File: src/rtl/music_pkg.sv
// Shared definitions for the music playback blocks: sequencer states,
// tempo codes, tone constants and the tempo-to-divisor mapping.
package music_pkg;

    typedef enum logic [1:0] {
        ST_IDLE   = 2'b00,
        ST_PLAY   = 2'b01,
        ST_PAUSED = 2'b10
    } state_e;

    typedef enum logic [1:0] {
        TEMPO_NORMAL     = 2'b00,
        TEMPO_FAST       = 2'b01,
        TEMPO_SLOW       = 2'b10,
        TEMPO_NORMAL_ALT = 2'b11
    } tempo_e;

    // Rest tone: divider value that produces no audible note.
    localparam int unsigned NM0 = 100000000;

    // Quarter-beat length in clk cycles for a given tempo code.
    function automatic logic [31:0] tempo_divisor(input logic [1:0] sel,
                                                  input logic [31:0] base);
        logic [31:0] div;
        case (tempo_e'(sel))
            TEMPO_FAST: div = base >> 1;
            TEMPO_SLOW: div = base << 1;
            default:    div = base;
        endcase
        return div;
    endfunction

endpackage

File: src/rtl/tick_divider.sv
// Quarter-beat tick generator: counts enabled cycles up to a tempo-selected
// divisor and pulses tick (combinationally) on the wrapping cycle. The
// divisor is only re-sampled on a clear or a wrap, so a tempo change never
// shortens or stretches a quarter-beat already in progress.
module tick_divider
    import music_pkg::*;
#(
    parameter int unsigned TICK_DIV = 12500000
) (
    input  logic       clk,
    input  logic       rst,
    input  logic       en,
    input  logic       clr,
    input  logic [1:0] tempo_sel,
    output logic       tick
);

    logic [31:0] count_q, count_d;
    logic [31:0] div_q, div_d;

    // Next counter/divisor and wrap detection.
    always_comb begin
        count_d = count_q;
        div_d   = div_q;
        tick    = 1'b0;
        if (clr) begin
            count_d = '0;
            div_d   = tempo_divisor(tempo_sel, 32'(TICK_DIV));
        end else if (en) begin
            if (count_q == div_q - 32'd1) begin
                count_d = '0;
                div_d   = tempo_divisor(tempo_sel, 32'(TICK_DIV));
                tick    = 1'b1;
            end else begin
                count_d = count_q + 32'd1;
            end
        end
    end

    // Counter and divisor registers.
    always_ff @(posedge clk) begin
        if (rst) begin
            count_q <= '0;
            div_q   <= 32'(TICK_DIV);
        end else begin
            count_q <= count_d;
            div_q   <= div_d;
        end
    end

endmodule

File: src/rtl/beat_sequencer.sv
// Song playback sequencer: IDLE/PLAY/PAUSED control, quarter-beat index for
// the tone ROM, and registered enable/pause/tick/done outputs.
module beat_sequencer
    import music_pkg::*;
#(
    parameter int unsigned TICK_DIV  = 12500000,
    parameter int unsigned LAST_BEAT = 255
) (
    input  logic       clk,
    input  logic       rst,
    input  logic       play,
    input  logic       pause_req,
    input  logic       stop,
    input  logic       loop,
    input  logic [1:0] tempo_sel,
    output logic [7:0] ibeatNum,
    output logic       en_b,
    output logic       pause,
    output logic       beat_tick,
    output logic       done
);

    state_e     state_q, state_d;
    logic [7:0] beat_q, beat_d;
    logic       en_b_q, en_b_d;
    logic       pause_q, pause_d;
    logic       beat_tick_q, beat_tick_d;
    logic       done_q, done_d;
    logic       div_en, div_clr, tick;

    tick_divider #(
        .TICK_DIV(TICK_DIV)
    ) u_tick_divider (
        .clk      (clk),
        .rst      (rst),
        .en       (div_en),
        .clr      (div_clr),
        .tempo_sel(tempo_sel),
        .tick     (tick)
    );

    // Next-state, beat index and output decode; stop > play > pause_req.
    always_comb begin
        state_d     = state_q;
        beat_d      = beat_q;
        div_en      = 1'b0;
        div_clr     = 1'b0;
        beat_tick_d = 1'b0;
        done_d      = 1'b0;
        case (state_q)
            ST_IDLE: begin
                if (play && !stop) begin
                    state_d = ST_PLAY;
                    beat_d  = '0;
                    div_clr = 1'b1;
                end
            end
            ST_PLAY: begin
                if (stop) begin
                    state_d = ST_IDLE;
                    beat_d  = '0;
                    div_clr = 1'b1;
                end else begin
                    // Counting continues on the pause edge so a coincident
                    // tick still completes before the freeze.
                    div_en = 1'b1;
                    if (tick) begin
                        beat_tick_d = 1'b1;
                        if (beat_q == 8'(LAST_BEAT)) begin
                            beat_d = '0;
                            if (!loop) begin
                                state_d = ST_IDLE;
                                done_d  = 1'b1;
                            end
                        end else begin
                            beat_d = beat_q + 8'd1;
                        end
                    end
                    if (pause_req && state_d == ST_PLAY) begin
                        state_d = ST_PAUSED;
                    end
                end
            end
            ST_PAUSED: begin
                if (stop) begin
                    state_d = ST_IDLE;
                    beat_d  = '0;
                    div_clr = 1'b1;
                end else if (play || pause_req) begin
                    state_d = ST_PLAY;
                end
            end
            default: begin
                state_d = ST_IDLE;
                beat_d  = '0;
                div_clr = 1'b1;
            end
        endcase
        en_b_d  = (state_d != ST_IDLE);
        pause_d = (state_d == ST_PAUSED);
    end

    // State, beat index and registered outputs.
    always_ff @(posedge clk) begin
        if (rst) begin
            state_q     <= ST_IDLE;
            beat_q      <= '0;
            en_b_q      <= 1'b0;
            pause_q     <= 1'b0;
            beat_tick_q <= 1'b0;
            done_q      <= 1'b0;
        end else begin
            state_q     <= state_d;
            beat_q      <= beat_d;
            en_b_q      <= en_b_d;
            pause_q     <= pause_d;
            beat_tick_q <= beat_tick_d;
            done_q      <= done_d;
        end
    end

    assign ibeatNum  = beat_q;
    assign en_b      = en_b_q;
    assign pause     = pause_q;
    assign beat_tick = beat_tick_q;
    assign done      = done_q;

endmodule
File: config.mk
export PLATFORM = sky130hd
export DESIGN_NAME = beat_sequencer
export DESIGN_NICKNAME = d
export VERILOG_FILES = /design/src/rtl/music_pkg.sv /design/src/rtl/tick_divider.sv /design/src/rtl/beat_sequencer.sv
export SDC_FILE = /design/constraint.sdc
export NUM_CORES = 1
export LEC_CHECK = 0
export ABC_AREA = 1
export BUFFER_PORTS_ARGS = -buffer_cell sky130_fd_sc_hd__buf_2
export CAP_MARGIN = 20
export CORE_MARGIN = 2
export CORE_UTILIZATION = 59
export DETAILED_ROUTE_END_ITERATION = 12
export PLACE_DENSITY = 0.83
export SYNTH_ARGS = -nofsm -noshare
export SYNTH_HDL_FRONTEND = slang
export SYNTH_SLANG_ARGS = --single-unit
File: constraint.sdc
create_clock -name clk -period 4.3 [get_ports clk]
set_clock_uncertainty 0.05 [all_clocks]
set_input_delay 0.43 -clock clk [delete_from_list [all_inputs] [get_ports clk]]
set_output_delay 0.43 -clock clk [all_outputs]
set_load 0.1 [all_outputs]
==> results.cfg, run 1 <==
[outcome]
status = complete, no violations

[clock_tree]
cts_buffer_depth = 2
postCtsSetupBuffers = 0
htreeDepth = 2
cts.clk_slew.worst_paths_ns = 0.10
cts-resized-gates = 0
cts-root-buf = clkbuf_8
cts_hold_buf = 0
cts_buffers = 5
clock_sinks = 52
tritoncts = built
clock_latency_ns = 0.32

[timing]
setup-violations-final = 0
tightest_slew_ns = 0.938
max_freq_mhz = 367
tns_ns = 0
setup_ws_ns = 1.58
rsz0062_at_grt = false
finalCritPeriodShare = 0.633
period_needed_ns = 2.72
slew_headroom = 0.375
drv_slew = 0
hold_viol_final = 0

[yosys]
synth_compound_area_frac = 0.0779
synth_seq_cells = 52
synth_top_family_by_area = simple AND/OR/NAND/NOR gates
async_flop_share = 0
synth_area_leaders = dfxtp_1, nand2_1, nor2_1
synth_xor_area_frac = 0.0294
synth_most_common_cell = nand2_1
yosys.area_share.simple = 0.458
syn_area_um2 = 3580
synth_mux_area_frac = 0
synth_edf_count = 0
synthCells = 577
yosysWarnings = 0
synth_fa_ha_area_frac = 0.0419
yosysTopAreaCellShare = 0.291
yosys.area.top_type = dfxtp_1
synthesis.nets = 597
ys_top_cells_by_count = nand2_1, nor2_1, inv_1
yosysSeqAreaShare = 0.291
avgSynthCellArea_um2 = 6.21
synth_ff_type = dfxtp_1
synth_cell_type_count = 35

[cells_and_area]
n_antenna_cell = 0
nFillCells = 544
multiInputGateArea_um2 = 2170
fin_nets = 610
seq_area_um2 = 1040
layout-drive-gt1-share = 0.103
syn_to_final_growth_pct = 5.73

[route]
routed_wirelength_um = 9310
ant_nets = 0
avgViaCountPerCell = 5.54
vias = 3687
drc = 0
routedWlPerCell_um = 14.0
firstDrtPassIters = 5
first_iter_violations = 294

[worst_setup_path]
cp_common_cell = nand2_1
reg2reg_setup_slack_ns = 1.58
critPathLaunchType = register
timing.rr.start = u_tick_divider.div_q[9]
cpLargestDelayFamily = simple AND/OR/NAND/NOR gates
cp.depth = 16
critical_path.startpoint = u_tick_divider.div_q[9]
critPathBufInv = 2
end_kind = register
path_max_fanout = 12
slowest_delay_ns = 0.47
regToRegEndpoint = ibeatNum[7]
crit_path_top_delay_cell = dfxtp_1
cp-endpoint = ibeatNum[7]
r2r_cells = 16
setup.worst_path.class = register to register
crit_arrival_ns = 2.93
crit_chain = inv_1 > ha_1 > ha_1 > inv_1 > nand2_1 > nand2_1 > nand2_1 > nor2_1 > nand3_1 > nor2_2 > nand3_2 > nand2_2 > nand2_1 > nand2_1 > nand2_1 > nor2_1
cp.required_ns = 4.51

[die]
start_util = 0.608
io_pins = 20
core_region_area_um2 = 5890
dieWidth_um = 81.9
rows = 28
dieArea_um2 = 6710
die_h_um = 81.9

[global_route]
grt_antenna_before_repair = 0
grt_max_degree = 20
grt_pass1_vias = 3270
grt-ovfl-total = 0
grt_use_total = 0.292
grt_pass1_wl_um = 15200

[place]
numPortBuffers = 19
place_congestion = 0.983
place_ws_ns = 1.63
dpl.hpwl_um = 7290

[power_and_ir_drop]
power_density_nw_per_um2 = 264
ir_drop_mv = 0.171
total_leakage_power_nw = 1.57

[flow_run]
drv_cap = 0

[hold_path]
hold_class = input pin to register
power by group:
part	total [W]	internal (W)	switching, W	leakage [nW]
clock	0.000305	0.000131	0.000174	0.0434
sequential	0.000511	0.000494	0.0000167	0.421
combinational	0.000182	0.0000460	0.000136	1.10
cells in the final DEF, fill, tap and decap left out:
cell type   synthesis  final
nor2_2              7      7
o211ai_1            2      2
nor2_4              3      3
a21boi_0            1      1
a21oi_1            32     32
a221oi_2            1      1
dfxtp_1            52     52
buf_4               2      1
inv_4               1      1
clkinvlp_4          0      2
nand2_1           171    171
inv_1              66     66
ha_1               12     12
nor3_1             29     29
nand2_2             5      5
nand3b_1            8      8
buf_2               3     19
xnor2_1             1      1
o21ai_0            12     12
nand2_4             2      2
nand4_1            15     15
nor2_1             70     70
nor4_1              3      3
clkbuf_8            1      6
nor3b_1             2      2
xor2_1             11     11
nor3_4              1      1
or2_2               4      4
nand3_2             3      3
a211oi_1            2      2
nand3_1            40     40
a31oi_1             1      1
inv_2               6      6
final cells by class:
class	count	area share
Sequential cell	52	0.275
Tap cell	75	0.0248
Timing Repair Buffer	20	0.0271
Multi-Input combinational cell	438	0.574
Clock buffer	6	0.0218
Inverter	73	0.0730
Clock inverter	2	0.00397
layer usage:
metal	global-route usage	vias up	routed length, um
li1	-	1877	-
met1	0.369	1672	4170
met2	0.519	115	4490
met3	0.0407	23	467
met4	0.0800	0	182
met5	0	-	0
state kept, by name, indices dropped and copies added, names as in the netlist:
signal                  count
beat_tick                   1
u_tick_divider.div_q        6
state_q                     2
en_b                        1
u_tick_divider.count_q     32
ibeatNum                    8
pause                       1
done                        1
worst min path at each step:
stage	start	to	slack, ns	depth (start not counted)
finish	loop	done	0.26	2
global route	loop	done	0.25	2
CTS	loop	done	0.25	2
detailed placement	ibeatNum[5]	ibeatNum[5]	0.42	2
global placement	ibeatNum[5]	ibeatNum[5]	0.41	2
floorplan	u_tick_divider.count_q[1]	u_tick_divider.count_q[1]	0.42	2
metrics by stage:
stage	area [um2]	utilization	hold WS [ns]	cells	power, W
after floorplan	3580	-	0.419	577	0.000666
after global placement	3690	0.627	0.410	658	0.000700
after detailed placement	3690	0.627	0.418	658	0.000703
after CTS	3790	0.643	0.249	666	0.00100
after global routing	3790	0.643	0.254	666	0.00104
final	3790	0.643	0.258	666	0.000999
logic make-up (layout without fill, tap and decap cells):
| family | Yosys count | after routing |
|---|---|---|
| compound gates | 51 | 51 |
| flops | 52 | 52 |
| buf+inv | 87 | 101 |
| xor+xnor | 12 | 12 |
| fa+ha+maj | 12 | 12 |
| simple gates | 363 | 363 |
No activity file was read; power rests on OpenSTA's default activity.
==> run 2, diff against run 1 <==
- CORE_UTILIZATION: 59 -> 56
- clock period: 4.3 -> 2.2 ns (I/O delays scaled with it)
==> results.cfg, run 2 (same netlist as run 1, synthesis figures left out) <==
[outcome]
status = complete, no violations

[worst_setup_path]
setup.worst_path.class = register to register
crit_path_top_delay_cell = dfxtp_4
slowest_delay_ns = 0.37
timing.rr.start = state_q[1]
crit_chain = inv_2 > ha_4 > buf_4 > nand2_4 > nor2_4 > nand2_2 > nor2_4 > nand2_2 > nor3_4 > nand3_4 > nor2_4 > nand3_1 > nand2_1 > nand2_1 > inv_1
critPathLaunchType = register
cp.required_ns = 2.42
end_kind = register
crit_arrival_ns = 2.35
path_max_fanout = 4
cp_common_cell = nor2_4
critical_path.startpoint = state_q[1]

[timing]
hold_viol_final = 0
max_freq_mhz = 469
tightest_slew_ns = 0.486
finalCritPeriodShare = 0.968
rsz0062_at_grt = true
setup_ws_ns = 0.0696
slew_headroom = 0.678
setup-violations-final = 0
period_needed_ns = 2.13
drv_slew = 0

[cells_and_area]
n_antenna_cell = 0
syn_to_final_growth_pct = 20.4
largest-register = u_tick_divider.count_q
multiInputGateArea_um2 = 2330
layout_commonest_cell = nand2_1
seq_area_um2 = 1050
nFillCells = 567
largest_reg_flops = 32
layout-drive-gt1-share = 0.216
final_cell_mix = nand2_1, nor2_1, inv_1, dfxtp_1, buf_4
fin_area_um2 = 4310
fin_nets = 650

[route]
firstDrtPassIters = 5
routed_wirelength_um = 10400
ant_nets = 0
avgViaCountPerCell = 5.52
vias = 3911
routedWlPerCell_um = 14.7
first_iter_violations = 281
drc = 0

[hold_path]
min-delay-start = loop
hold_class = input pin to register

[power_and_ir_drop]
power_density_nw_per_um2 = 484
ir_drop_mv = 0.308
power_w = 0.00209
total_leakage_power_nw = 1.82

[clock_tree]
cts_buffer_depth = 2
tritoncts = built
cts_buffers = 5
htreeDepth = 2
cts_hold_buf = 0
clock_latency_ns = 0.31
cts.clk_slew.worst_paths_ns = 0.11
cts-root-buf = clkbuf_8
clock_sinks = 52

[place]
placed_cell_area_um2 = 3930
numPortBuffers = 19
dpl.hpwl_um = 8020
place_congestion = 0.988
place_ws_ns = -0.0694

[die]
dieWidth_um = 84.0
die_h_um = 84.0
io_pins = 20
start_util = 0.570
rows = 29
dieArea_um2 = 7050
core_region_area_um2 = 6280

[global_route]
grt_pass1_vias = 3576
grt_use_total = 0.289
grt_max_degree = 19
grt_pass1_wl_um = 16600
grt_antenna_before_repair = 0
grt-ovfl-total = 0

[flow_run]
drv_cap = 0
-- run 2: metrics by stage --
| step | cells | hold slack (ns) | util | TNS, ns |
|---|---|---|---|---|
| after floorplan | 577 | 0.247 | - | 0 |
| after global routing | 708 | 0.0166 | 0.687 | -0.561 |
| final | 708 | 0.0204 | 0.687 | 0 |
| after detailed placement | 688 | 0.357 | 0.626 | -0.409 |
| after CTS | 697 | 0.0199 | 0.646 | 0 |
| after global placement | 688 | 0.356 | 0.626 | 0 |
-- run 2: layout make-up --
cell class	instances	share of cell area
Clock buffer	6	0.0192
Sequential cell	52	0.244
Tap cell	77	0.0223
Clock inverter	2	0.00406
Inverter	73	0.0641
Timing Repair Buffer	60	0.105
Multi-Input combinational cell	438	0.541
-- run 2: final timing paths --
path | to | slack [ns] | cells after the start
hold / removal | done | 0.02 | 2
setup / recovery | u_tick_divider.count_q[16] | 0.07 | 15
hold reg to reg | ibeatNum[5] | 0.44 | 2
setup reg to reg | u_tick_divider.count_q[16] | 0.07 | 15
-- run 2: repair_timing --
| item | in CTS | in global routing |
|---|---|---|
| setup buffers | 1 | 10 |
| hold endpoints to repair | 0 | 0 |
| cloned | 0 | 1 |
| endpoints found under the setup margin | 20 | 38 |
| pin swaps | 3 | 21 |
| resized for setup | 5 | 41 |
-- run 2: worst max-delay path: cells and delay by family (launching register included) --
kind / cells / cell delay [ns]
adder cells (fa/ha/maj): 1 / 0.14
buffers and inverters: 3 / 0.23
flip-flops: 1 / 0.37
AND/OR/NAND/NOR: 11 / 1.29
-- run 2: where the power goes --
| part | leakage, nW | internal (W) | switching, W |
|---|---|---|---|
| Sequential | 0.424 | 0.000967 | 0.0000259 |
| Combinational | 1.34 | 0.000159 | 0.000316 |
| Clock | 0.0522 | 0.000265 | 0.000354 |
-- run 2: metal layers --
layer	routed length, um	share of wire	GRT usage
met2	5120	0.49	0.514
met3	577	0.055	0.0356
met5	0	0	0
met4	276	0.026	0.0836
met1	4440	0.43	0.364
==> run 3, diff against run 2 <==
- ABC_AREA: 1 -> default
- CORE_UTILIZATION: 56 -> 54
- PLACE_DENSITY: 0.83 -> 0.81
==> results.cfg, run 3 <==
[outcome]
status = complete, but fails checks
violations = negative setup slack

[cells_and_area]
nFillCells = 368
multiInputGateArea_um2 = 2050
seq_area_um2 = 1050
largest_reg_flops = 32
fin_area_um2 = 3810
fin_nets = 413
layout-drive-gt1-share = 0.307
fin_util = 0.741
layout_commonest_cell = dfxtp_1
syn_to_final_growth_pct = 32.2
final_cell_mix = dfxtp_1, buf_4, nor2_4, xor2_1
finalNonFillerCells = 464
largest-register = u_tick_divider.count_q
n_antenna_cell = 0

[yosys]
synth_area_leaders = dfxtp_1, xor2_1, nor2_1
synth_cell_type_count = 51
ys_top_cells_by_count = dfxtp_1, nor2_1, xor2_1
synth_edf_count = 0
yosysTopAreaCellShare = 0.361
synth_xor_area_frac = 0.128
synth_seq_cells = 52
synth_mux_area_frac = 0.0299
yosys.area_share.simple = 0.296
yosysWarnings = 0
synthesis.nets = 355
async_flop_share = 0
synth_ff_type = dfxtp_1
syn_area_um2 = 2880
yosys.area.top_type = dfxtp_1
synthCells = 335
synth_fa_ha_area_frac = 0.0521
yosysSeqAreaShare = 0.361
avgSynthCellArea_um2 = 8.61
synth_top_family_by_area = simple AND/OR/NAND/NOR gates
synth_most_common_cell = dfxtp_1
synth_compound_area_frac = 0.100

[timing]
slew_headroom = 0.583
finalCritPeriodShare = 1.13
tns_ns = -10.50
setup_ws_ns = -0.295
setup-violations-final = 52
tightest_slew_ns = 0.621
period_needed_ns = 2.50
max_freq_mhz = 401
hold_viol_final = 0
drv_slew = 0
rsz0062_at_grt = true

[worst_setup_path]
cpLargestDelayFamily = simple AND/OR/NAND/NOR gates
setup.worst_path.class = register to register
end_kind = register
crit_chain = inv_4 > ha_4 > ha_4 > xor2_2 > nand4_1 > a2111oi_4 > buf_4 > nand4_4 > or4_4 > a21oi_2
cp.required_ns = 2.41
critPathBufInv = 2
reg2reg_setup_slack_ns = -0.30
cp_common_cell = ha_4
critPathLaunchType = register
regToRegEndpoint = ibeatNum[2]
slowest_delay_ns = 0.45
cp.depth = 10
crit_arrival_ns = 2.70
path_max_fanout = 5
timing.rr.start = u_tick_divider.div_q[23]
r2r_cells = 10
crit_path_top_delay_cell = or4_4

[global_route]
grt_antenna_before_repair = 0
grt_pass1_wl_um = 11600
grt-ovfl-total = 0
grt_pass1_vias = 2572
grt_max_degree = 33
grt_use_total = 0.242

[flow_run]
drv_cap = 0

[hold_path]
min_path_cells = 3
min-delay-start = loop
min_to = done
hold_class = input pin to register

[route]
drc = 0
avgViaCountPerCell = 5.93
firstDrtPassIters = 5
routedWlPerCell_um = 17.5
first_iter_violations = 201
vias = 2752
ant_nets = 0
routed_wirelength_um = 8110

[place]
dpl.hpwl_um = 4840
place_ws_ns = -0.253
place_inst = 447
place_congestion = 0.882
placed_cell_area_um2 = 3310
numPortBuffers = 19

[die]
die_h_um = 77.1
rows = 26
dieWidth_um = 77.1
core_region_area_um2 = 5140
start_util = 0.561
dieArea_um2 = 5940
io_pins = 20

[power_and_ir_drop]
total_leakage_power_nw = 1.43
ir_drop_mv = 0.285
power_density_nw_per_um2 = 478

[clock_tree]
cts_buffer_depth = 2
cts_hold_buf = 0
htreeDepth = 2
cts-root-buf = clkbuf_8
cts_buffers = 5
clock_sinks = 52
cts.clk_slew.worst_paths_ns = 0.10
tritoncts = built
clock_latency_ns = 0.32
==> run 3: changes by cell type after synthesis, moves of 7 or more <==
cell	before	now
a21oi_1	32	10
inv_1	66	14
nand2_1	171	21
nand2b_1	0	8
nand3_1	40	20
nand3b_1	8	1
nor2_1	70	48
nor2_2	7	0
nor2b_1	0	7
nor3_1	29	4
o21ai_0	12	4
xnor2_1	1	17
xor2_1	11	25
==> run 3: tightest hold or removal path, delay by kind of cell <==
family        cells  cell delay (ns)
buf+inv           1             0.12
simple gates      2             0.21
==> run 3: layout make-up <==
class / count / share of cell area
inverters: 14 / 0.0144
multi-input cells: 259 / 0.539
repair buffers: 61 / 0.125
flip-flops and latches: 52 / 0.275
well taps: 70 / 0.0230
clock buffers: 8 / 0.0236
==> run 3: stage by stage <==
| stage | power [W] | hold WS [ns] |
|---|---|---|
| 2_1_floorplan | 0.00113 | 0.345 |
| 3_3_place_gp | 0.00118 | 0.408 |
| 3_5_place_dp | 0.00118 | 0.419 |
| 4_1_cts | 0.00175 | 0.229 |
| 5_1_grt | 0.00188 | 0.239 |
| 6_report | 0.00182 | 0.226 |
==> run 3: cell families (layout without fill, tap and decap cells) <==
group                    after synthesis  count (layout)
AND/OR/NAND/NOR                      160             160
flip-flops                            52              52
multiplexers                           8               8
buffers and inverters                 24              83
AO/OA/AOI/OAI                         37              37
XOR/XNOR                              42              42
adder cells (fa/ha/maj)               12              12
==> run 3: how the worst max path moves through the flow <==
stage / to / from
floorplan: u_tick_divider.div_q[22] / u_tick_divider.div_q[23]
finish: ibeatNum[2] / u_tick_divider.div_q[23]
detailed placement: ibeatNum[4] / u_tick_divider.div_q[23]
global route: ibeatNum[2] / u_tick_divider.div_q[23]
global placement: ibeatNum[4] / u_tick_divider.div_q[23]
CTS: ibeatNum[0] / u_tick_divider.div_q[23]
==> run 3: power by group <==
part / leakage, nW / internal [W] / total [W] / switching [W]
clock: 0.0455 / 0.000258 / 0.000575 / 0.000318
combinational: 0.959 / 0.000116 / 0.000286 / 0.000170
sequential: 0.421 / 0.000951 / 0.000959 / 0.00000873
total: 1.43 / 0.00132 / 0.00182 / 0.000497
==> run 3: layer usage <==
metal  wire length, um  vias to the layer above  track usage  share of wire
li1                  -                     1286            -              -
met1              3260                     1318        0.289           0.40
met2              4150                      114        0.429           0.51
met3               405                       34       0.0529          0.050
met4               289                        0       0.0839          0.036
met5                 0                        -            0              0
==> run 3: timing repair <==
action / 4_1_cts / 5_1_grt
pin swaps: 7 / 36
cloned: 0 / 3
endpoints found under the setup margin: 52 / 52
gates resized for setup: 12 / 67
setup buffers: 4 / 2
